## src/rtl/loss_pkg.sv

```systemverilog
// Shared types, default widths and saturation helper for the loss-stage units.
package loss_pkg;

  localparam int unsigned DEF_DATA_W = 16;
  localparam int unsigned DEF_FRAC_W = 8;
  localparam int unsigned DEF_ACC_W  = 40;
  localparam int unsigned DEF_CNT_W  = 16;

  // Width of the intermediate handed to sat_to_data; must cover the scale product.
  localparam int unsigned SAT_W = 64;

  typedef enum logic [1:0] {
    IDLE,
    ACCUM,
    DRAIN,
    SCALE
  } loss_fwd_state_t;

  // Clamp a wide signed value into the signed range of a w-bit result.
  function automatic logic signed [SAT_W-1:0] sat_to_data(
    input logic signed [SAT_W-1:0] x,
    input int unsigned             w
  );
    logic signed [SAT_W-1:0] hi;
    logic signed [SAT_W-1:0] lo;
    hi = $signed((SAT_W'(1) << (w - 1)) - SAT_W'(1));
    lo = ~hi;
    if (x > hi) begin
      return hi;
    end else if (x < lo) begin
      return lo;
    end
    return x;
  endfunction

endpackage

```

## src/rtl/loss_parent_fwd_sq_err_pipe.sv

```systemverilog
// Two-stage registered pipe: stage 1 holds exact H-Y, stage 2 holds its square.
module sq_err_pipe #(
  parameter int unsigned DATA_W = 16
) (
  input  logic                  clk,
  input  logic                  rst,
  input  logic [DATA_W-1:0]     h_i,
  input  logic [DATA_W-1:0]     y_i,
  input  logic                  valid_i,
  output logic                  diff_valid_o,
  output logic [2*DATA_W+1:0]   sq_o,
  output logic                  sq_valid_o
);

  localparam int unsigned DIFF_W = DATA_W + 1;
  localparam int unsigned SQ_W   = 2 * DATA_W + 2;

  logic signed [DIFF_W-1:0] diff_d, diff_q;
  logic signed [SQ_W-1:0]   sq_d;
  logic [SQ_W-1:0]          sq_q;
  logic                     diff_valid_q, sq_valid_q;

  // One extra bit keeps the difference exact for any pair of inputs.
  always_comb begin
    diff_d = DIFF_W'($signed(h_i)) - DIFF_W'($signed(y_i));
    sq_d   = SQ_W'(diff_q) * SQ_W'(diff_q);
  end

  always_ff @(posedge clk or posedge rst) begin
    if (rst) begin
      diff_q       <= '0;
      diff_valid_q <= 1'b0;
      sq_q         <= '0;
      sq_valid_q   <= 1'b0;
    end else begin
      diff_valid_q <= valid_i;
      sq_valid_q   <= diff_valid_q;
      if (valid_i) begin
        diff_q <= diff_d;
      end
      if (diff_valid_q) begin
        sq_q <= sq_d;
      end
    end
  end

  assign diff_valid_o = diff_valid_q;
  assign sq_o         = sq_q;
  assign sq_valid_o   = sq_valid_q;

endmodule

```

## src/rtl/loss_parent_fwd.sv

```systemverilog
// Forward MSE loss: accumulates (H-Y)^2 over a batch and scales once by 1/N.
// Optional sticky saturation flag overflow_out when LOSS_PARENT_OVF_FLAG_EN is defined.
module loss_parent_fwd #(
  parameter int unsigned DATA_W = loss_pkg::DEF_DATA_W,
  parameter int unsigned FRAC_W = loss_pkg::DEF_FRAC_W,
  parameter int unsigned ACC_W  = loss_pkg::DEF_ACC_W,
  parameter int unsigned CNT_W  = loss_pkg::DEF_CNT_W
) (
  input  logic              clk,
  input  logic              rst,
  input  logic [DATA_W-1:0] H_in,
  input  logic [DATA_W-1:0] Y_in,
  input  logic              valid_in,
  input  logic [CNT_W-1:0]  batch_size_in,
  input  logic [DATA_W-1:0] inv_batch_size_in,
  output logic              ready_out,
  output logic              busy_out,
  output logic [DATA_W-1:0] loss_out,
  output logic              loss_valid
`ifdef LOSS_PARENT_OVF_FLAG_EN
  ,
  output logic              overflow_out
`endif
);

  import loss_pkg::*;

  localparam int unsigned SQ_W   = 2 * DATA_W + 2;
  localparam int unsigned PROD_W = ACC_W + 1 + DATA_W;

  loss_fwd_state_t state_q, state_d;
  logic [CNT_W-1:0]  cnt_q, cnt_d;
  logic [ACC_W-1:0]  acc_q, acc_d;
  logic [DATA_W-1:0] loss_q, loss_d;
  logic              ready_q, ready_d;
  logic              busy_q, busy_d;
  logic              loss_valid_q, loss_valid_d;

  logic              accept_c;
  logic              start_c;
  logic [CNT_W-1:0]  n_eff_c;
  logic              diff_valid;
  logic              sq_valid;
  logic [SQ_W-1:0]   sq;
  logic [ACC_W:0]    acc_sum_c;
  logic              acc_sat_c;

  logic signed [PROD_W-1:0] prod_c;
  logic signed [PROD_W-1:0] prod_sh_c;
  logic signed [SAT_W-1:0]  scaled_c;
  logic signed [SAT_W-1:0]  scaled_sat_c;

  assign accept_c = valid_in & ready_q;
  assign n_eff_c  = (batch_size_in == '0) ? CNT_W'(1) : batch_size_in;

  sq_err_pipe #(
    .DATA_W (DATA_W)
  ) u_sq_err_pipe (
    .clk          (clk),
    .rst          (rst),
    .h_i          (H_in),
    .y_i          (Y_in),
    .valid_i      (accept_c),
    .diff_valid_o (diff_valid),
    .sq_o         (sq),
    .sq_valid_o   (sq_valid)
  );

  // Stage 3: saturating accumulate of the squared error.
  always_comb begin
    acc_sum_c = {1'b0, acc_q} + (ACC_W + 1)'(sq);
    acc_sat_c = acc_sum_c[ACC_W];
    acc_d     = acc_q;
    if (start_c) begin
      acc_d = '0;
    end else if (sq_valid) begin
      acc_d = acc_sat_c ? '1 : acc_sum_c[ACC_W-1:0];
    end
  end

  // Scale by 1/N; the arithmetic shift floors toward negative infinity.
  always_comb begin
    prod_c       = PROD_W'($signed({1'b0, acc_q})) * PROD_W'($signed(inv_batch_size_in));
    prod_sh_c    = prod_c >>> (2 * FRAC_W);
    scaled_c     = SAT_W'(prod_sh_c);
    scaled_sat_c = sat_to_data(scaled_c, DATA_W);
  end

  always_comb begin
    state_d      = state_q;
    cnt_d        = cnt_q;
    loss_d       = loss_q;
    loss_valid_d = 1'b0;
    start_c      = 1'b0;
    unique case (state_q)
      IDLE: begin
        if (accept_c) begin
          start_c = 1'b1;
          cnt_d   = n_eff_c - CNT_W'(1);
          state_d = (n_eff_c == CNT_W'(1)) ? DRAIN : ACCUM;
        end
      end
      ACCUM: begin
        if (accept_c) begin
          cnt_d = cnt_q - CNT_W'(1);
          if (cnt_q == CNT_W'(1)) begin
            state_d = DRAIN;
          end
        end
      end
      // Stage 2 still holds the last square when stage 1 empties; it lands this edge.
      DRAIN: begin
        if (!diff_valid) begin
          state_d = SCALE;
        end
      end
      SCALE: begin
        loss_d       = DATA_W'(scaled_sat_c);
        loss_valid_d = 1'b1;
        state_d      = IDLE;
      end
      default: state_d = IDLE;
    endcase
    ready_d = (state_d == IDLE) || (state_d == ACCUM);
    busy_d  = (state_d != IDLE);
  end

  always_ff @(posedge clk or posedge rst) begin
    if (rst) begin
      state_q      <= IDLE;
      cnt_q        <= '0;
      acc_q        <= '0;
      loss_q       <= '0;
      ready_q      <= 1'b1;
      busy_q       <= 1'b0;
      loss_valid_q <= 1'b0;
    end else begin
      state_q      <= state_d;
      cnt_q        <= cnt_d;
      acc_q        <= acc_d;
      loss_q       <= loss_d;
      ready_q      <= ready_d;
      busy_q       <= busy_d;
      loss_valid_q <= loss_valid_d;
    end
  end

  assign ready_out  = ready_q;
  assign busy_out   = busy_q;
  assign loss_out   = loss_q;
  assign loss_valid = loss_valid_q;

`ifdef LOSS_PARENT_OVF_FLAG_EN
  logic ovf_q, ovf_d;
  logic scale_sat_c;

  assign scale_sat_c = (scaled_sat_c != scaled_c);

  // Sticky per batch; cleared by the first accepted sample of the next batch.
  always_comb begin
    ovf_d = ovf_q;
    if (start_c) begin
      ovf_d = 1'b0;
    end else begin
      if (sq_valid && acc_sat_c) begin
        ovf_d = 1'b1;
      end
      if ((state_q == SCALE) && scale_sat_c) begin
        ovf_d = 1'b1;
      end
    end
  end

  always_ff @(posedge clk or posedge rst) begin
    if (rst) begin
      ovf_q <= 1'b0;
    end else begin
      ovf_q <= ovf_d;
    end
  end

  assign overflow_out = ovf_q;
`endif

endmodule

```

## config.mk

```make
export PLATFORM = sky130hd
export DESIGN_NAME = loss_parent_fwd
export DESIGN_NICKNAME = d
export VERILOG_FILES = /design/src/rtl/loss_pkg.sv /design/src/rtl/loss_parent_fwd_sq_err_pipe.sv /design/src/rtl/loss_parent_fwd.sv
export SDC_FILE = /design/constraint.sdc
export NUM_CORES = 2
export LEC_CHECK = 0
export BUFFER_PORTS_ARGS = -buffer_cell sky130_fd_sc_hd__buf_4
export CELL_PAD_IN_SITES_DETAIL_PLACEMENT = 1
export CELL_PAD_IN_SITES_GLOBAL_PLACEMENT = 2
export CORE_MARGIN = 1.5
export CORE_UTILIZATION = 36
export DETAILED_ROUTE_END_ITERATION = 10
export GPL_TIMING_DRIVEN = 1
export PLACE_DENSITY = 0.72
export SYNTH_ARGS = -nofsm -noshare
export SYNTH_HDL_FRONTEND = slang
export SYNTH_SLANG_ARGS = --single-unit
```

## constraint.sdc

```tcl
create_clock -name clk -period 7 [get_ports clk]
set_input_delay 1.4 -clock clk [delete_from_list [all_inputs] [get_ports clk]]
set_output_delay 1.4 -clock clk [all_outputs]
set_load 0.01 [all_outputs]
```

# [Yosys cells after proc, flatten, opt, wreduce, memory -nomap -nowiden]
# Index checks and enable logic that the tools add are counted.
[totals] word_cells=57 regBits=130 out_inout_bits=19 input_bits=67
[classes] mux=21 reduce_logical=8 addsub=4 bitwise_logic=1 eq_ne=8 magnitude_cmp=2 n_mul=2
[ops] operator="two-way mux 40 bit" count=3
[ops] operator="two-way mux 16 bit" count=6
[ops] operator="multiplier 41 x 16 -> 57 bit" count=1
[ops] operator="adder 40 x 34 -> 41 bit" count=1
[ops] operator="> comparator 41 x 16 -> 1 bit (second input constant)" count=1
[ops] operator="< comparator 41 x 16 -> 1 bit (second input constant)" count=1
[ops] operator="multiplier 17 x 17 -> 34 bit" count=1
[ops] operator="== test 16 x 1 -> 1 bit (second input constant)" count=2
[ops] operator="one-hot mux 16 bit (2 select lines)" count=1
[ops] operator="subtractor 16 x 1 -> 16 bit (second input constant)" count=2
[ops] operator="subtractor 16 x 16 -> 17 bit" count=1
[ops] operator="zero test 16 bit" count=1
[ops] operator="two-way mux 2 bit" count=5
[ops] operator="one-hot mux 2 bit (4 select lines)" count=1
[ops] operator="nonzero test 2 bit" count=3
[ops] operator="two-way mux 1 bit" count=5
[ops] operator="== test 2 x 1 -> 1 bit (second input constant)" count=2
[ops] operator="== test 2 bit (second input constant)" count=2
[ops] operator="zero test 2 bit" count=2
[ops] operator="inequality test 2 x 1 -> 1 bit (second input constant)" count=2
[ops] operator="AND reduction 3 bit" count=1
[ops] operator="bitwise AND 1 bit" count=1
[ops] operator="logical OR 1 bit" count=1

# [Depth between registers and ports, before layout]
[depth] depth_word=8 depth_mapped=30 ltp_nobuf=27

# [Cells and area by module]
# Synthesis repeated with hierarchy kept, for this count alone.
[unflattened] cells_unflattened=4516 area_unflattened_um2=39095.0
[modules_own_cells] mod="loss_parent_fwd" area_each_um2=26564.2 cells_each=3187 instances=1
[modules_own_cells] mod="sq_err_pipe" area_each_um2=12530.8 cells_each=1329 instances=1

# [Least setup slack after synthesis]
# No wires, ideal clock.
[synth_path] path_type="input to register" from="input port inv_batch_size_in[1]" to="register loss_q[5] (netlist: loss_out[5])" n_path_buf=4 setup_time_ps=73 cell_stages=30 setup_slack_ps=-1274 arrival_ps=8201 cell_sequence="clkbuf_1 > clkbuf_1 > nand2_1 > fa_1 > inv_1 > fa_1 > inv_1 > fa_1 > inv_1 > fa_1 > fa_1 > inv_1 > fa_1 > inv_1 > ha_1 > buf_4 > a21oi_4 > o21ai_2 > a2111oi_4 > o31ai_2 > or3_4 > o21ai_2 > xnor2_1 > a21bo_1 > nor4_2 > nand4_1 > o21ai_2 > buf_6 > nand2_2 > a21oi_2"
[synth_between] elab_chain_cells=5
[synth_rtl] item="from (decl)" line="loss_parent_fwd.sv:15" text="input logic [DATA_W-1:0] inv_batch_size_in,"
[synth_rtl] item="multiplier 41 x 16 -> 57 bit *" line="loss_parent_fwd.sv:83" text="prod_c = PROD_W'($signed({1'b0, acc_q})) * PROD_W'($signed(inv_batch_size_in));"
[synth_rtl] item="< comparator 41 x 16 -> 1 bit" line="loss_pkg.sv:30" text="end else if (x < lo) begin"
[synth_rtl] item="two-way mux 1 bit" line="loss_pkg.sv:30"
[synth_rtl] item="two-way mux 1 bit" line="loss_pkg.sv:28" text="if (x > hi) begin"
[synth_rtl] item="two-way mux 16 bit *" line="loss_pkg.sv:33" text="return x;"
[synth_rtl] item="to (signal assigned)" line="loss_parent_fwd.sv:141" text="loss_q <= loss_d;"
[synth_rtl] item="to (decl)" line="loss_parent_fwd.sv:34" text="logic [DATA_W-1:0] loss_q, loss_d;"
# Mark *: on every way between the ends. The rest lies on a longest branch, timed or not.
# A chain may end at the register's enable or synchronous reset.

# [Final worst setup path]
[layout_path] from="input port inv_batch_size_in[13]" to="register loss_q[14] (netlist: loss_out[14])"
# Same word-level chain as after synthesis.

==> impl_metrics.csv <==
group,metric,value,unit
run_status,status,"finished with violations",
run_status,violations,"setup timing",
yosys,synth-edff-count,0,
clock_tree,htree_num_levels,4,
clock_tree,clock-sinks,129,
worst_setup_path,start_kind,"primary input",
floorplan,ios,86,
yosys,synthDominantCellAreaShare,0.417,
worst_setup_path,critPathSlowestCell,"fa_1",
grt,antenna_found_initial,1,
worst_setup_path,required,7.42,ns
worst_setup_path,crit_type,"in2reg",
hold_path,hp-start,"u_sq_err_pipe.sq_o[27]",
cells_and_area,fillers,12300,
floorplan,fp.dieW,330,um
sta,fin_ws,-0.913,ns
cells_and_area,fin_util,0.440,
cells_and_area,drive_gt1_frac,0.183,
grt,grt_pass1_vias,34700,
sta,slew_headroom,0.282,
worst_setup_path,timing.rr.start,"acc_q[14]",
grt,grt_pass1_wl,190,mm
worst_setup_path,worst_setup_path_end_kind,"flip-flop",
yosys,postSynthCellCount,4375,
cells_and_area,final_common_cell,"inv_1",
sta,period_needed,7.91,ns
clock_tree,clkLatencyLatePin,0.51,ns
clock_tree,tritoncts,"built",
drt,wirelength,120,mm
placement,hpwl,101,mm
worst_setup_path,rrSetupSlack,-0.63,ns
yosys,ys_types,89,
clock_tree,cts_root_buf,"clkbuf_16",
drt,viasPerCell,4.90,
placement,port_buffers,85,
sta,max_freq,126,MHz
cells_and_area,finalNetCount,5966,
drt,wl_per_cell,19.4,um
placement,gp_routability_congestion,0.879,
grt,grt_max_degree,75,
cells_and_area,layout-area-overhead-vs-synth,20.7,%
worst_setup_path,rr_worst_depth,30,
hold_path,worstHoldPathType,"reg2reg",
worst_setup_path,critical-path-max-stage-delay,0.59,ns
yosys,syn-num-nets,5546,
cells_and_area,postLayoutCellArea,0.0465,mm2
yosys,synthArstFlopShare,1.00,
clock_tree,cts_max_path_buffers,2,
clock_tree,cts_buffers,17,
placement,placed_cell_area,0.0439,mm2
clock_tree,path_clk_slew,0.06,ns
yosys,yosys.area.top_type,"fa_1",
hold_path,min_to,"u_sq_err_pipe.sq_o[27]",
worst_setup_path,cp.arrival,8.34,ns
drt,drtPass1Iterations,5,
floorplan,start_util,0.364,
drt,drc_errors,0,
cells_and_area,final_cell_mix,"inv_1, fa_1, nand2_1",
yosys,yosys_warnings,0,
yosys,ys_seq_area_frac,0.0838,
drt,drtIter0Drc,1194,
sta,clock-skew-final,0.0257,ns
floorplan,die_area,0.109,mm2
grt,gr-total-overflow,0,
drt,antenna_left,0,
placement,pre_cts_slack,-1.78,ns
drt,vias,30400,
yosys,ys.flop_type,"dfrtp_1",
sta,min_period_over_period,1.13,
yosys,yosys-top-cells-area,"fa_1, ha_1, inv_1, dfrtp_1, nand2_1",
yosys,avgSynthCellArea,8.81,um2
sta,finalMaxSlewViolations,0,
floorplan,die_h,330,um
floorplan,core_area,0.106,mm2
run,maxCapViolCount,0,
sta,finalHoldViolations,0,
sta,setup_violations,16,
sta,tightest_slew,1.07,ns
worst_setup_path,r2r_end,"loss_out[14]",
yosys,synth_area,0.0385,mm2
sta,grt_setup_unrepaired,"true",
worst_setup_path,critPathMostFrequentCell,"fa_1",
grt,grt_usage,0.226,
floorplan,std_cell_rows,119,
hold_path,holdPathStages,1,
yosys,synth-seq-cells,129,
worst_setup_path,critPathMaxFanout,10,
==> how the worst max path moves through the flow <==
stage                                     start            to  slack [ns]  cells after the start
final                     inv_batch_size_in[13]  loss_out[14]       -0.91                     28
after global routing      inv_batch_size_in[13]  loss_out[14]       -1.16                     28
after CTS                  inv_batch_size_in[2]   loss_out[3]       -0.92                     30
after detailed placement   inv_batch_size_in[2]  loss_out[11]       -1.78                     29
after global placement     inv_batch_size_in[7]  loss_out[13]       -1.70                     27
after floorplan            inv_batch_size_in[1]   loss_out[5]       -0.85                     30
==> cell type report <==
cell class                      count  area [um2]  share of cell area
Sequential cell                   129        3240              0.0696
Clock buffer                       17         425             0.00915
Timing Repair Buffer              594        5580               0.120
Multi-Input combinational cell   3054       31600               0.679
Clock inverter                     15         169             0.00363
Inverter                          999        3770              0.0810
Antenna cell                        1        2.50           0.0000538
Tap cell                         1391        1740              0.0374
==> synth_stat cells (9+ instances only) <==
master,n
inv_1,998
fa_1,802
nand2_1,558
ha_1,302
and2_1,293
nor2_1,179
clkbuf_1,176
a21oi_1,146
dfrtp_1,128
o21ai_0,112
xnor2_1,74
a21o_1,60
nand2b_1,44
xor2_1,44
nand3_1,32
a31oi_1,29
mux2_2,29
nor3_1,28
nand4_1,26
o21bai_1,21
and3_1,20
nor2b_1,19
a21oi_2,15
o21a_1,15
nor4_1,13
o22ai_1,13
or3_1,13
o31ai_1,12
o21ai_1,11
a211oi_1,10
buf_2,10
nand2_2,10
o211ai_1,9
==> registers in the layout (all words and copies together), names as in the netlist <==
register / count
acc_q: 40
u_sq_err_pipe.sq_o: 33
u_sq_err_pipe.diff_q: 17
cnt_q: 16
loss_out: 16
state_q: 2
busy_out: 1
loss_valid: 1
ready_out: 1
u_sq_err_pipe.diff_valid_o: 1
u_sq_err_pipe.sq_valid_o: 1
==> per-stage QoR <==
stage	std cells	hold slack, ns	TNS (ns)
4_1_cts	6168	0.519	-14.09
6_report	6200	0.518	-13.86
2_1_floorplan	4375	0.352	-12.63
3_3_place_gp	6091	0.495	-26.41
5_1_grt	6199	0.537	-17.80
3_5_place_dp	6091	0.504	-27.61
==> logic make-up after synthesis <==
kind of cell | Yosys count | synth area share
AND/OR/NAND/NOR | 1268 | 0.158
buffers and inverters | 1192 | 0.117
adder cells (fa/ha/maj) | 1104 | 0.515
AO/OA/AOI/OAI | 532 | 0.0903
flip-flops | 129 | 0.0838
XOR/XNOR | 118 | 0.0268
multiplexers | 32 | 0.00925
==> routing by layer <==
metal | global-route usage | vias to the layer above | wire, um
met5 | 0 | - | 0
met4 | 0.0620 | 0 | 3340
met3 | 0.0208 | 141 | 3410
met2 | 0.405 | 412 | 60900
met1 | 0.288 | 15700 | 52500
li1 | - | 14100 | -
==> critical path: cells and delay by family <==
kind                     cells  cell delay [ns]
buffers and inverters        7             0.76
adder cells (fa/ha/maj)      7             3.28
AND/OR/NAND/NOR              5             1.14
AO/OA/AOI/OAI                9             1.73
==> what timing repair did <==
action                                  CTS  global route
endpoints found under the setup margin   17            18
hold buffers                              0             0
pin swaps                                45           108
cloned                                    8             6
setup buffers                            37            26
resized for setup                       127           149
Power is left out: the tool's default activity adds up to more than one toggle a clock period on the data nets, which glitch-free logic cannot reach.
